$ cat src/rtl/io_defs_pkg.sv
// Shared IO-window definitions for the input conditioner and data memory IO decode.
// Latency: n/a (constants and a helper function only).
// Backpressure: n/a.
package io_defs;

   localparam int KEY_WIDTH          = 4;
   localparam int SW_WIDTH           = 10;
   localparam int IO_INPUT_BUS_WIDTH = 14;

   // Bit-field offsets inside io_input_bus; data_memory decodes with the same values.
   localparam int IO_KEY_LSB = 10;
   localparam int IO_SW_LSB  = 0;

   // Raw level a KEY pin shows when nobody is pressing it.
   function automatic logic key_idle_level(input int active_low);
      return (active_low != 0);
   endfunction

endpackage

$ cat src/rtl/debounce_bit.sv
// One input bit: SYNC_STAGES-deep synchronizer, optional inversion, counter debouncer.
// Latency: raw edge to debounced change = SYNC_STAGES + DEBOUNCE_CYCLES cycles.
// Backpressure: none; free-running sampler.
module debounce_bit #(
   parameter int   DEBOUNCE_CYCLES = 50000,
   parameter int   SYNC_STAGES     = 2,
   parameter logic RESET_LEVEL     = 1'b0
) (
   input  logic clock,
   input  logic reset,
   input  logic raw,
   input  logic invert,
   output logic debounced
);

   localparam int                CNT_W    = $clog2(DEBOUNCE_CYCLES + 1);
   localparam logic [CNT_W-1:0]  CNT_LAST = CNT_W'(DEBOUNCE_CYCLES - 1);

   logic [SYNC_STAGES-1:0] sync_q;
   logic [CNT_W-1:0]       cnt_q;
   logic                   s;

   // Synchronizer chain; resets to the idle pin level so release causes no false edge.
   always_ff @(posedge clock or negedge reset) begin
      if (!reset) begin
         sync_q <= {SYNC_STAGES{RESET_LEVEL}};
      end else begin
         sync_q <= {sync_q[SYNC_STAGES-2:0], raw};
      end
   end

   // Polarity-normalised synchronized value; everything after this is active-high.
   assign s = sync_q[SYNC_STAGES-1] ^ invert;

   // Accept s only after DEBOUNCE_CYCLES consecutive cycles of disagreement with debounced.
   always_ff @(posedge clock or negedge reset) begin
      if (!reset) begin
         cnt_q     <= '0;
         debounced <= 1'b0;
      end else if (s == debounced) begin
         cnt_q <= '0;
      end else if (cnt_q == CNT_LAST) begin
         debounced <= s;
         cnt_q     <= '0;
      end else begin
         cnt_q <= cnt_q + 1'b1;
      end
   end

endmodule

$ cat src/rtl/io_input_conditioner.sv
// Conditions raw KEY/SW pins into the registered, active-high io_input_bus plus sticky key press flags.
// Latency: pin edge to io_input_bus = SYNC_STAGES + DEBOUNCE_CYCLES; key_event one cycle after that.
// Backpressure: none; key_event holds until software clears it, a same-cycle press wins over clear.
module io_input_conditioner
   import io_defs::*;
#(
   parameter int DEBOUNCE_CYCLES = 50000,
   parameter int SYNC_STAGES     = 2,
   parameter int KEY_ACTIVE_LOW  = 1
) (
   input  logic                          clock,
   input  logic                          reset,
   input  logic [KEY_WIDTH-1:0]          raw_key,
   input  logic [SW_WIDTH-1:0]           raw_sw,
   input  logic [KEY_WIDTH-1:0]          key_event_clear,
   output logic [IO_INPUT_BUS_WIDTH-1:0] io_input_bus,
   output logic [KEY_WIDTH-1:0]          key_event
);

   localparam logic KEY_IDLE   = key_idle_level(KEY_ACTIVE_LOW);
   localparam logic KEY_INVERT = (KEY_ACTIVE_LOW != 0);

   logic [KEY_WIDTH-1:0] key_d;
   logic [KEY_WIDTH-1:0] key_d_q;
   logic [KEY_WIDTH-1:0] key_press;
   logic [SW_WIDTH-1:0]  sw_d;

   genvar gi;

   generate
      for (gi = 0; gi < KEY_WIDTH; gi++) begin : g_key
         debounce_bit #(
            .DEBOUNCE_CYCLES (DEBOUNCE_CYCLES),
            .SYNC_STAGES     (SYNC_STAGES),
            .RESET_LEVEL     (KEY_IDLE)
         ) u_db (
            .clock     (clock),
            .reset     (reset),
            .raw       (raw_key[gi]),
            .invert    (KEY_INVERT),
            .debounced (key_d[gi])
         );
      end
      for (gi = 0; gi < SW_WIDTH; gi++) begin : g_sw
         debounce_bit #(
            .DEBOUNCE_CYCLES (DEBOUNCE_CYCLES),
            .SYNC_STAGES     (SYNC_STAGES),
            .RESET_LEVEL     (1'b0)
         ) u_db (
            .clock     (clock),
            .reset     (reset),
            .raw       (raw_sw[gi]),
            .invert    (1'b0),
            .debounced (sw_d[gi])
         );
      end
   endgenerate

   // Debounced values are already flop outputs, so the bus is registered with no extra stage.
   assign io_input_bus[IO_KEY_LSB +: KEY_WIDTH] = key_d;
   assign io_input_bus[IO_SW_LSB  +: SW_WIDTH]  = sw_d;

   // Rising edge of a debounced key; release edges are ignored.
   assign key_press = key_d & ~key_d_q;

   // Delayed debounced keys for edge detection, and sticky flags where set beats clear.
   always_ff @(posedge clock or negedge reset) begin
      if (!reset) begin
         key_d_q   <= '0;
         key_event <= '0;
      end else begin
         key_d_q   <= key_d;
         key_event <= (key_event & ~key_event_clear) | key_press;
      end
   end

endmodule

$ cat config.mk
export PLATFORM = sky130hd
export DESIGN_NAME = io_input_conditioner
export DESIGN_NICKNAME = d
export VERILOG_FILES = /design/src/rtl/io_defs_pkg.sv /design/src/rtl/debounce_bit.sv /design/src/rtl/io_input_conditioner.sv
export SDC_FILE = /design/constraint.sdc
export NUM_CORES = 1
export LEC_CHECK = 0
export CAP_MARGIN = 25
export CORE_MARGIN = 2
export CORE_UTILIZATION = 25
export DETAILED_ROUTE_END_ITERATION = 7
export DONT_BUFFER_PORTS = 1
export PLACE_DENSITY = 0.42
export SETUP_SLACK_MARGIN = 0.05
export SYNTH_ARGS = -nofsm -noshare
export SYNTH_HDL_FRONTEND = slang
export SYNTH_SLANG_ARGS = --single-unit
$ cat constraint.sdc
create_clock -name clock -period 3.3 [get_ports clock]
set_input_delay 0.33 -clock clock [delete_from_list [all_inputs] [get_ports clock]]
set_output_delay 0.33 -clock clock [all_outputs]
set_load 0.01 [all_outputs]
-- Yosys cells after proc, flatten, opt, wreduce, memory -nomap -nowiden
Cells that the tools add are included.
- bits of input ports: 20
- output and inout bits: 18
- logic and storage cells: 151
- flip-flop bits (word level): 274
- mux-type cells: 28
- equality and inequality tests: 28
- bitwise operators: 23
- add/sub/neg operators: 14
- reductions and logical operators: 14
- operator list (operator ; number):
    $mux W16 ; 28
    $add A16 B1 Y16 const B ; 14
    $eq A16 B16 Y1 const B ; 14
    $reduce_and A2 Y1 ; 14
    $not A1 Y1 ; 18
    $eq A1 B1 Y1 ; 14
    $and A4 B4 Y4 ; 2
    $not A4 Y4 ; 2
    $or A4 B4 Y4 ; 1

-- Longest topological paths before layout
- depth after elaboration: 4
- gate-level depth with buffers: 6
- gate-level depth less buffers: 5

-- Hierarchy
A second synthesis with hierarchy kept.
- cells, all modules: 1226
- area total of the unflattened synthesis: 12976.2 µm²
- by module, submodules not included (module ; cells each ; times used ; sequential area each (µm²) ; area each (µm²)):
    debounce_bit at g_sw[0].u_db ... ; 86 ; 9 ; 475.5 ; 905.9
    debounce_bit at g_key[0].u_db ... ; 86 ; 4 ; 478.0 ; 908.4
    debounce_bit at g_sw[2].u_db ; 86 ; 1 ; 475.5 ; 902.1
    io_input_conditioner ; 22 ; 1 ; 200.2 ; 287.8

-- Least setup slack after synthesis
OpenSTA, ideal clock, no wires.
- path kind: reg-to-reg
- start point: register g_sw[8].u_db.cnt_q[5]
- end point: register g_sw[8].u_db.cnt_q[10]
- data arrival time: 1.629 ns
- data required time: 3.181 ns
- stages on the path, launching flop included: 6
- setup slack: 1.552 ns
- cell sequence: dfrtp_1 -> nand4bb_1 -> or4_4 -> o31ai_4 -> buf_6 -> nor2_1
- cells in the longest elaborated chain, start to end: 3
- ends and longest elaborated chain (item ; line ; text):
    start, declared ; debounce_bit.sv:20 ; logic [CNT_W-1:0] cnt_q;
    start signal, assigned ; debounce_bit.sv:46 ; cnt_q <= cnt_q + 1'b1;
    $add A16 B1 Y16 / $eq A16 B16 Y1 (equally long branches) ; debounce_bit.sv:46, debounce_bit.sv:42 ;
    $mux W16 (*) ; debounce_bit.sv:42 ; end else if (cnt_q == CNT_LAST) begin
    $mux W16 (*) ; debounce_bit.sv:40 ; end else if (s == debounced) begin
Every way passes the cells marked *; elsewhere a longest branch is shown, timed or not.
A chain may end at the register's enable or synchronous reset.

-- Worst setup path after layout
- start point: register g_sw[0].u_db.cnt_q[0]
- end point: register g_sw[0].u_db.cnt_q[14]
- cells in the longest elaborated chain, start to end: 3
- ends and longest elaborated chain (item ; line):
    start, declared ; debounce_bit.sv:20
    start signal, assigned ; debounce_bit.sv:46
    $add A16 B1 Y16 / $eq A16 B16 Y1 (equally long branches) ; debounce_bit.sv:46, debounce_bit.sv:42
    $mux W16 (*) ; debounce_bit.sv:42
    $mux W16 (*) ; debounce_bit.sv:40
Marked as above.

==> results.json <==
{
  "start_util": 0.253,
  "portBuffers": 0,
  "area_delta_synth_final_pct": 17.2,
  "cts_hold_buf": 18,
  "grt_overflow_total": 0,
  "wirelength_mm": 24.0,
  "yosys_warnings": 0,
  "drc": 0,
  "antenna_left": 0,
  "ys_seq_area_frac": 0.542,
  "cts_buffer_depth": 3,
  "period_minus_slack_ps": 2150,
  "synth-adder-area-share": 0.0138,
  "vdd_drop_max_uv": 300,
  "cts_setup_buffers": 0,
  "netlist_instances": 1225,
  "first_pass_iters": 5,
  "p_per_area_nw_per_um2": 539,
  "grt_setup_unrepaired": "no",
  "vias_per_cell": 4.32,
  "holdWs_ps": -519,
  "grt_pass1_vias": 8693,
  "insertion_delay_ps": 540,
  "clk_root_buffer_cell": "clkbuf_16",
  "dieArea_um2": 52500,
  "p_leak_nw": 5.81,
  "core.rowCount": 82,
  "synth_nets": 1259,
  "design_area_um2": 14900,
  "antenna_cells": 0,
  "nets": 1286,
  "finalHoldViolCount": 274,
  "worst_slew_margin_rel": 0.374,
  "syn_area_um2": 12700,
  "min_period_over_period": 0.653,
  "synth-edff-count": 0,
  "hpwl_mm": 14.1,
  "mostFrequentLayoutCells": "dfrtp_1, nor2_1, xnor2_1",
  "cts_buffers": 37,
  "muxShareOfSynthArea": 0.0113,
  "synth-main-ff-cell": "dfrtp_1",
  "syn_area_per_cell_um2": 10.3,
  "worstPathArrival_ps": 2540,
  "ys_ff_latch": 274,
  "ys_types": 37,
  "fmax_mhz": 464,
  "skew_ps": 13.1,
  "cap_violations": 0,
  "grt_first_pass_wirelength_mm": 42.5,
  "fp.dieH_um": 229,
  "pin_count": 38,
  "end_kind": "flip-flop",
  "violations": "negative hold slack",
  "slew_violations": 0,
  "final_common_cell": "dfrtp_1",
  "holdCritPathClass": "in2async",
  "fill_cells": 5293,
  "drive_gt1_frac": 0.0734,
  "cts.reportedPaths.clkPinSlew_ps": 60,
  "finalSetupTns_ps": 0,
  "avgRoutedWirePerCell_um": 12.3,
  "grt_max_degree": 275,
  "multi_input_area_um2": 5400,
  "dr_total_vias": 8437,
  "async_flop_share": 1.00,
  "status": "complete, but fails checks",
  "crit_fanout": 16,
  "gp_congestion": 0.746,
  "synth_top_family_by_area": "simple AND/OR/NAND/NOR gates",
  "cts_htree_levels": 2,
  "seqCellArea_um2": 6870,
  "synth_compound_area_frac": 0.0245,
  "core_area_um2": 50100,
  "grt_usage": 0.0954,
  "synth-simple-area-share": 0.233,
  "die_w_um": 229,
  "criticalPathCategory": "reg2reg",
  "cts_tree": "yes",
  "setup_violations": 0,
  "first_iter_violations": 387,
  "startpoint_type": "flip-flop",
  "antenna_found_initial": 0,
  "synthXorXnorAreaFrac": 0.144,
  "crit_required_ps": 3680,
  "dpl-instance-area_um2": 13300,
  "cts_sinks": 274,
  "worst_pin_slew_ps": 936
}
## state kept, by name, indices dropped and copies added (netlist names)
name / count
g_key.u_db.cnt_q: 64
g_key.u_db.debounced: 4
g_key.u_db.sync_q: 8
g_sw.u_db.cnt_q: 160
g_sw.u_db.debounced: 10
g_sw.u_db.sync_q: 20
key_d_q: 4
key_event: 4
## power by group
part | switching [W] | leakage, nW | internal [W]
registers | 0.0000495 | 3.72 | 0.00343
logic | 0.0000838 | 1.42 | 0.0000682
clock network | 0.00153 | 0.662 | 0.00285
total | 0.00167 | 5.81 | 0.00634
## cell families (layout without fill, tap and decap cells)
family	count (synthesis)	after routing
flops	274	274
buf+inv	87	142
xor+xnor	208	208
simple gates	610	610
mux	13	13
fa+ha+maj	14	14
compound gates	19	19
## critical path, stage by stage (launching register included)
cell	delay, ps
dfrtp_1	380
ha_1	190
nand3_1	350
o41ai_4	950
nor2_1	130
## stage by stage
step,setup slack [ps],utilization,instances,power [W]
after global routing,983,0.297,1952,0.00838
after global placement,1160,0.266,1867,0.00367
after detailed placement,1130,0.266,1867,0.00367
after CTS,1140,0.297,1952,0.00822
final,1150,0.297,1952,0.00801
after floorplan,1550,-,1225,0.00364
## worst paths after layout
kind | from | cells past startpoint | to | slack [ps]
hold / removal | reset | 0 | g_sw[0].u_db.cnt_q[6] | -520
min in group clock | raw_key[2] | 1 | g_key[2].u_db.sync_q[0] | 340
max in group asynchronous | reset | 0 | g_sw[7].u_db.cnt_q[10] | 3290
setup reg to reg | g_sw[0].u_db.cnt_q[0] | 4 | g_sw[0].u_db.cnt_q[14] | 1150
hold reg to reg | g_sw[6].u_db.sync_q[0] | 0 | g_sw[6].u_db.sync_q[1] | 350
setup / recovery | g_sw[0].u_db.cnt_q[0] | 4 | g_sw[0].u_db.cnt_q[14] | 1150
## final cells by class
cell class | instances | area share
Clock buffer | 56 | 0.0767
Clock inverter | 11 | 0.0142
Inverter | 56 | 0.0141
Multi-Input combinational cell | 864 | 0.363
Sequential cell | 274 | 0.462
Tap cell | 672 | 0.0566
Timing Repair Buffer | 19 | 0.0126
## metal layers
metal | GRT usage | vias up | wire length [um]
met3 | 0.0237 | 54 | 1030
met5 | 0 | - | 0
met4 | 0.0440 | 0 | 748
li1 | - | 4222 | -
met1 | 0.128 | 4054 | 11800
met2 | 0.144 | 107 | 10400
## repair_timing
| action | 4_1_cts | 5_1_grt |
|---|---|---|
| endpoints found under the hold margin | 292 | 274 |
| endpoints found under the setup margin | 0 | 0 |
| resized for setup | 0 | 0 |
## synth_stat cells, types with 12 or more instances
| library cell | count | area (um^2) |
|---|---|---|
| and3_1 | 12 | 75.1 |
| buf_4 | 19 | 143 |
| dfrtp_1 | 266 | 6660 |
| ha_1 | 14 | 175 |
| inv_1 | 56 | 210 |
| nand2_1 | 50 | 188 |
| nand3_1 | 78 | 390 |
| nand4_1 | 54 | 338 |
| nor2_1 | 262 | 983 |
| nor3_1 | 51 | 255 |
| nor4_1 | 69 | 432 |
| xnor2_1 | 176 | 1540 |
| xor2_1 | 32 | 280 |
(Power assumes the default switching activity.)
